File: config.mk
export PLATFORM = sky130hd
export DESIGN_NAME = clint_tmr
export DESIGN_NICKNAME = d
export VERILOG_FILES = /design/src/rtl/clint_tmr.sv
export SDC_FILE = /design/constraint.sdc
export NUM_CORES = 1
export LEC_CHECK = 0
export ABC_AREA = 1
export CORE_AREA = 3 3 204 206
export DETAILED_ROUTE_END_ITERATION = 7
export DIE_AREA = 0 0 207 209
export PLACE_DENSITY = 0.53
export SYNTH_ARGS = -nofsm -noshare
export SYNTH_HDL_FRONTEND = slang
export SYNTH_SLANG_ARGS = --single-unit
File: constraint.sdc
create_clock -name clk -period 8.5 [get_ports clk]
set_clock_uncertainty 0.05 [all_clocks]
set_input_delay 1.275 -clock clk [delete_from_list [all_inputs] [get_ports clk]]
set_output_delay 1.275 -clock clk [all_outputs]
set_load 0.02 [all_outputs]
File: src/rtl/clint_tmr.sv
// ----------------------------------------------------------------------------
// clint_tmr: core-local interruptor for a single hart.
//
// Holds the 64-bit mtime counter, the mtimecmp compare register and the msip
// software-interrupt bit, and drives the registered interrupt lines that the
// write-back unit synchronises into its CSR file.
//
// Register port handshake: a request is accepted on a clock edge where
// req_valid && req_ready; the register access happens on that same edge and
// the response is presented on rsp_valid the following cycle. The response
// (rsp_rdata, rsp_err) is held stable until the edge where
// rsp_valid && rsp_ready, after which req_ready returns high. Only one request
// is ever outstanding.
//
// Ports:
//   clk, rst_n              core clock, asynchronous active-low reset
//   req_valid / req_ready   request handshake
//   req_wen                 1 = write, 0 = read
//   req_addr[15:0]          byte offset inside the CLINT window
//   req_wdata[63:0]         write data, lane-aligned to the 8-byte word
//   req_wstrb[7:0]          byte enables for writes
//   rsp_valid / rsp_ready   response handshake
//   rsp_rdata[63:0]         read data (0 on writes and errors)
//   rsp_err                 access fault (misaligned or unmapped)
//   mtip_asyn               machine timer interrupt pending
//   msip_asyn               machine software interrupt pending
// ----------------------------------------------------------------------------
module clint_tmr #(
    parameter int TICK_DIV = 1,
    parameter int MHARTID  = 0
) (
    input  logic        clk,
    input  logic        rst_n,
    input  logic        req_valid,
    output logic        req_ready,
    input  logic        req_wen,
    input  logic [15:0] req_addr,
    input  logic [63:0] req_wdata,
    input  logic [7:0]  req_wstrb,
    output logic        rsp_valid,
    input  logic        rsp_ready,
    output logic [63:0] rsp_rdata,
    output logic        rsp_err,
    output logic        mtip_asyn,
    output logic        msip_asyn
);

    typedef enum logic {
        IDLE = 1'b0,
        RESP = 1'b1
    } state_t;

    localparam logic [15:0] MSIP_OFF  = 16'(4 * MHARTID);
    localparam logic [15:0] CMP_OFF   = 16'(16'h4000 + 8 * MHARTID);
    localparam logic [15:0] MTIME_OFF = 16'hBFF8;
    localparam logic [15:0] DIV_LAST  = 16'(TICK_DIV - 1);
    // Odd hart indices place their msip word in the upper half of the
    // 8-byte word, so the writable bit sits at bit 32 instead of bit 0.
    localparam int          MSIP_BIT  = MSIP_OFF[2] ? 32 : 0;
    localparam int          MSIP_BYTE = MSIP_BIT / 8;

    state_t      state;
    state_t      state_next;

    logic [15:0] prescaler;
    logic [15:0] prescaler_next;
    logic        tick;
    logic [63:0] mtime;
    logic [63:0] mtime_next;
    logic [63:0] mtimecmp;
    logic [63:0] mtimecmp_next;
    logic        msip;
    logic        msip_next;

    logic        accept;
    logic        hit_msip;
    logic        hit_cmp;
    logic        hit_mtime;
    logic        acc_err;
    logic        wr_ok;
    logic [63:0] rdata_sel;

    logic [63:0] rdata_q;
    logic        err_q;
    logic        mtip_q;
    logic        msip_q;

    function automatic logic [63:0] merge_bytes(
        input logic [63:0] old_val,
        input logic [63:0] wdata,
        input logic [7:0]  wstrb
    );
        logic [63:0] res;
        res = old_val;
        for (int i = 0; i < 8; i++) begin
            if (wstrb[i]) begin
                res[8*i +: 8] = wdata[8*i +: 8];
            end
        end
        return res;
    endfunction

    // ------------------------------------------------------------------
    // Address decode and read mux (evaluated on the acceptance edge)
    // ------------------------------------------------------------------
    always_comb begin
        accept    = req_valid && (state == IDLE);
        hit_msip  = (req_addr[15:3] == MSIP_OFF[15:3]);
        hit_cmp   = (req_addr[15:3] == CMP_OFF[15:3]);
        hit_mtime = (req_addr[15:3] == MTIME_OFF[15:3]);
        acc_err   = (req_addr[2:0] != 3'b000) || !(hit_msip || hit_cmp || hit_mtime);
        wr_ok     = accept && req_wen && !acc_err;

        rdata_sel = 64'd0;
        if (!acc_err && !req_wen) begin
            if (hit_msip) begin
                rdata_sel = 64'(msip) << MSIP_BIT;
            end else if (hit_cmp) begin
                rdata_sel = mtimecmp;
            end else begin
                rdata_sel = mtime;
            end
        end
    end

    // ------------------------------------------------------------------
    // Timebase and register updates
    // ------------------------------------------------------------------
    always_comb begin
        tick           = (prescaler == DIV_LAST);
        prescaler_next = tick ? 16'd0 : prescaler + 16'd1;

        // A bus write to mtime replaces the whole next value: written bytes
        // take the new data, unwritten bytes keep the old (unincremented)
        // value. A zero-strobe write leaves the tick untouched.
        mtime_next = tick ? mtime + 64'd1 : mtime;
        if (wr_ok && hit_mtime && (req_wstrb != 8'd0)) begin
            mtime_next = merge_bytes(mtime, req_wdata, req_wstrb);
        end

        mtimecmp_next = mtimecmp;
        if (wr_ok && hit_cmp) begin
            mtimecmp_next = merge_bytes(mtimecmp, req_wdata, req_wstrb);
        end

        msip_next = msip;
        if (wr_ok && hit_msip && req_wstrb[MSIP_BYTE]) begin
            msip_next = req_wdata[MSIP_BIT];
        end
    end

    always_ff @(posedge clk or negedge rst_n) begin
        if (!rst_n) begin
            prescaler <= 16'd0;
            mtime     <= 64'd0;
            mtimecmp  <= 64'hFFFF_FFFF_FFFF_FFFF;
            msip      <= 1'b0;
            mtip_q    <= 1'b0;
            msip_q    <= 1'b0;
        end else begin
            prescaler <= prescaler_next;
            mtime     <= mtime_next;
            mtimecmp  <= mtimecmp_next;
            msip      <= msip_next;
            // Compare on post-update values so the line reflects the
            // registers as they stand after this edge.
            mtip_q    <= (mtime_next >= mtimecmp_next);
            msip_q    <= msip;
        end
    end

    // ------------------------------------------------------------------
    // Response capture: only loaded on acceptance, held through RESP
    // ------------------------------------------------------------------
    always_ff @(posedge clk or negedge rst_n) begin
        if (!rst_n) begin
            rdata_q <= 64'd0;
            err_q   <= 1'b0;
        end else if (accept) begin
            rdata_q <= rdata_sel;
            err_q   <= acc_err;
        end
    end

    // ------------------------------------------------------------------
    // Handshake FSM: state register / next state / outputs
    // ------------------------------------------------------------------
    always_ff @(posedge clk or negedge rst_n) begin
        if (!rst_n) begin
            state <= IDLE;
        end else begin
            state <= state_next;
        end
    end

    always_comb begin
        state_next = state;
        case (state)
            IDLE:    if (req_valid) state_next = RESP;
            RESP:    if (rsp_ready) state_next = IDLE;
            default: state_next = IDLE;
        endcase
    end

    always_comb begin
        req_ready = (state == IDLE);
        rsp_valid = (state == RESP);
        rsp_rdata = rdata_q;
        rsp_err   = err_q;
        mtip_asyn = mtip_q;
        msip_asyn = msip_q;
    end

endmodule

==> results.cfg <==
[yosys]
synth.area.top_cells = dfrtp_1 27%, nand2_1 15%, dfstp_2 12%
synth_warnings = 0
synth_top_area_cell = dfrtp_1
netlist_instances = 1993
ys_seq_elements = 213
synthesis.area_um2 = 14000
synth-seq-area-share_pct = 38.8
syn_avg_cell_area_um2 = 7.00
ys_types = 40
synth_nets = 2153
synthDominantCellAreaShare_pct = 26.7

[drt]
ant_nets = 0
finalWirelength_um = 49800
wl_per_cell_um = 18.6
drtIter0Drc = 990
first_pass_iters = 7
drc = 0
via_per_inst = 5.04
num_vias = 13500

[global_routing]
grt_pass1_wl_um = 78100
track_usage_pct = 22.5
grt_pass1_vias = 13500
grt_max_degree = 109
antenna_found_initial = 0
grt-ovfl-total = 0

[power_and_ir_drop]
p_int_mw = 1.80
pwr-share-comb_pct = 5.7
power_per_cell_area_nw_per_um2 = 140
p_sw_mw = 0.570
p_sw_share_pct = 24.1
peakVddDrop_v = 0.000133
clkPwrFrac_pct = 51.3
leakage_nw = 8.09
seq_power_share_pct = 42.9

[timing]
setup_viol = 0
tightest_slew_ps = 1170
hold_viol = 0
fin_tns_setup_ps = 0
rsz0062_at_grt = no
finalHoldWorstSlack_ps = 358
maxSlewHeadroom_pct = 21.9
finalCriticalPeriod_ps = 5240
final.period_utilization_pct = 61.6
fmax_ghz = 0.191
slew_violations = 0

[clock_tree]
cts_buffers = 28
cts_resized = 0
htree_levels = 1
clockRootBuffer = clkbuf_16
cts_sinks = 213
cts_buffer_depth = 3
path_clk_slew_ps = 60
holdBufCountCts = 0
cts_tree = yes
clkLatencyLatePin_ps = 560
post_cts.repair.setup_buffers = 0

[placed_design]
portBuffers = 161
dpl.hpwl_um = 36900
place_congestion = 0.972

[critical_path]
start_kind = input pin
worstPathArrival_ps = 5690
rrSetupSlack_ps = 4000
crit_fanout = 27
required_ps = 8960
crit_path_end_kind = flop
worstSetupPathType = input pin to flop

[finish]
multi_input_area_um2 = 7220
seqCellArea_um2 = 5410
area_growth_pct = 21.5
finalNetCount = 2294
post_route_cells_drive_above_1_share_pct = 10.1
fillCellCount = 4262
antenna_cells = 0

[job]
maxCapViolCount = 0

[floorplan]
die_h_um = 209
design.core.area_um2 = 39800
start_util_pct = 35.0
dieArea_um2 = 43300
die_w_um = 207
num_rows = 73
pin_count = 162

[worst_hold_path]
min_path_type = flop to flop

[run_status]
status = completed
[worst max-delay path: stages]
cell and delay (ps):
clkdlybuf4s50_1 470, nor2_1 120, nand2_1 70, nor2_2 200, nand2_1 110, nand2_2 120
and2_1 720, nand3_4 530, buf_4 410, nor2_1 150, a21oi_1 80, ha_1 330
nand2_1 60, nor3_1 400, nand4_1 140, nor2_1 120, nor2_1 50, nand2_1 160
nand2_1 70, nand2_1 60
[through the flow]
step / setup WS (ps) / total power [mW] / cell area, µm² / utilization, % / cells
3_3_place_gp: 2830 / 1.17 / 16000 / 40.2 / 2629
3_5_place_dp: 2750 / 1.17 / 16000 / 40.2 / 2629
6_report: 3260 / 2.37 / 17000 / 42.6 / 2681
2_1_floorplan: 4950 / 1.08 / 14000 / - / 1993
5_1_grt: 2960 / 2.45 / 17000 / 42.6 / 2681
4_1_cts: 3340 / 2.40 / 17000 / 42.6 / 2681
[Yosys cell counts]
cell type,count
nand2_1,550
inv_1,255
nor2_1,204
o21ai_0,188
dfrtp_1,149
nand3_1,110
a21oi_1,78
ha_1,67
dfstp_2,64
nand4_1,44
clkbuf_1,32
o21ai_1,31
o21ai_2,31
inv_2,24
nor3_1,23
or2_2,23
buf_2,19
xor2_1,19
and2_1,18
o211ai_1,7
o22ai_1,7
nand2_2,6
nor2_2,6
buf_6,5
nor4_1,5
a21o_1,4
a21boi_0,3
buf_4,3
nand3b_1,3
xnor2_1,3
nand3_2,2
nor3_2,2
a41oi_1,1
and3_1,1
clkinv_1,1
nand3_4,1
nor2_4,1
o21a_1,1
o21bai_1,1
o31ai_1,1
[per-layer routing]
layer / vias to the layer above / share of wire [%] / global-route usage (%)
li1: 6708 / - / -
met5: - / 0 / 0
met2: 327 / 48 / 38.7
met4: 0 / 2.2 / 5.69
met1: 6408 / 45 / 30.3
met3: 65 / 4.6 / 2.75
[power groups by stage]
stage,clock [mW],sequential [mW],combinational [mW]
6_report,1.22,1.02,0.136
5_1_grt,1.29,1.02,0.150
4_1_cts,1.25,1.02,0.139
3_5_place_dp,0,1.03,0.139
3_3_place_gp,0,1.03,0.139
2_1_floorplan,0,1.04,0.0444
[placed cells by master (no fill, tap or decap), types with 9 or more instances in the layout]
cell             Yosys  layout
a21oi_1             78      78
and2_1              18      18
buf_4                3       9
clkbuf_16            0      29
clkdlybuf4s50_1      0     160
dfrtp_1            149     149
dfstp_2             64      64
ha_1                67      67
inv_1              255     255
inv_2               24      24
nand2_1            550     548
nand3_1            110     110
nand4_1             44      44
nor2_1             204     203
nor3_1              23      23
o21ai_0            188     188
o21ai_1             31      31
o21ai_2             31      31
or2_2               23      23
xor2_1              19      19
[final timing paths]
check / start / to / cells past startpoint
worst max-delay path: req_addr[9] / mtip_asyn / 20
worst min-delay path: msip / msip_asyn / 0
worst max register to register: prescaler[0] / mtip_asyn / 20
worst min register to register: msip / msip_asyn / 0
max in group asynchronous: rst_n / rsp_rdata[15] / 2
min in group asynchronous: rst_n / rsp_rdata[46] / 1
[final cells by class]
class	instances	share of cell area [%]
multi-input combinational	1441	42.6
sequential	213	31.9
timing repair buffer	170	9.93
inverter	280	6.20
clock buffer	41	4.84
tap	525	3.87
clock inverter	11	0.686
[state kept, by name, summed over array words and instances (netlist names)]
signal	flops
msip_asyn	1
mtip_asyn	1
mtime	64
rsp_valid	1
mtimecmp	64
msip	1
rsp_rdata	64
prescaler	16
rsp_err	1
[logic make-up (layout without fill, tap and decap cells)]
kind of cell / after synthesis / after routing / synth area share [%]
flops: 213 / 213 / 38.8
buf+inv: 339 / 502 / 9.64
simple gates: 999 / 999 / 30.3
fa+ha+maj: 67 / 67 / 6.01
compound gates: 353 / 353 / 13.9
xor+xnor: 22 / 22 / 1.38
No activity file was read; power rests on OpenSTA's default activity.
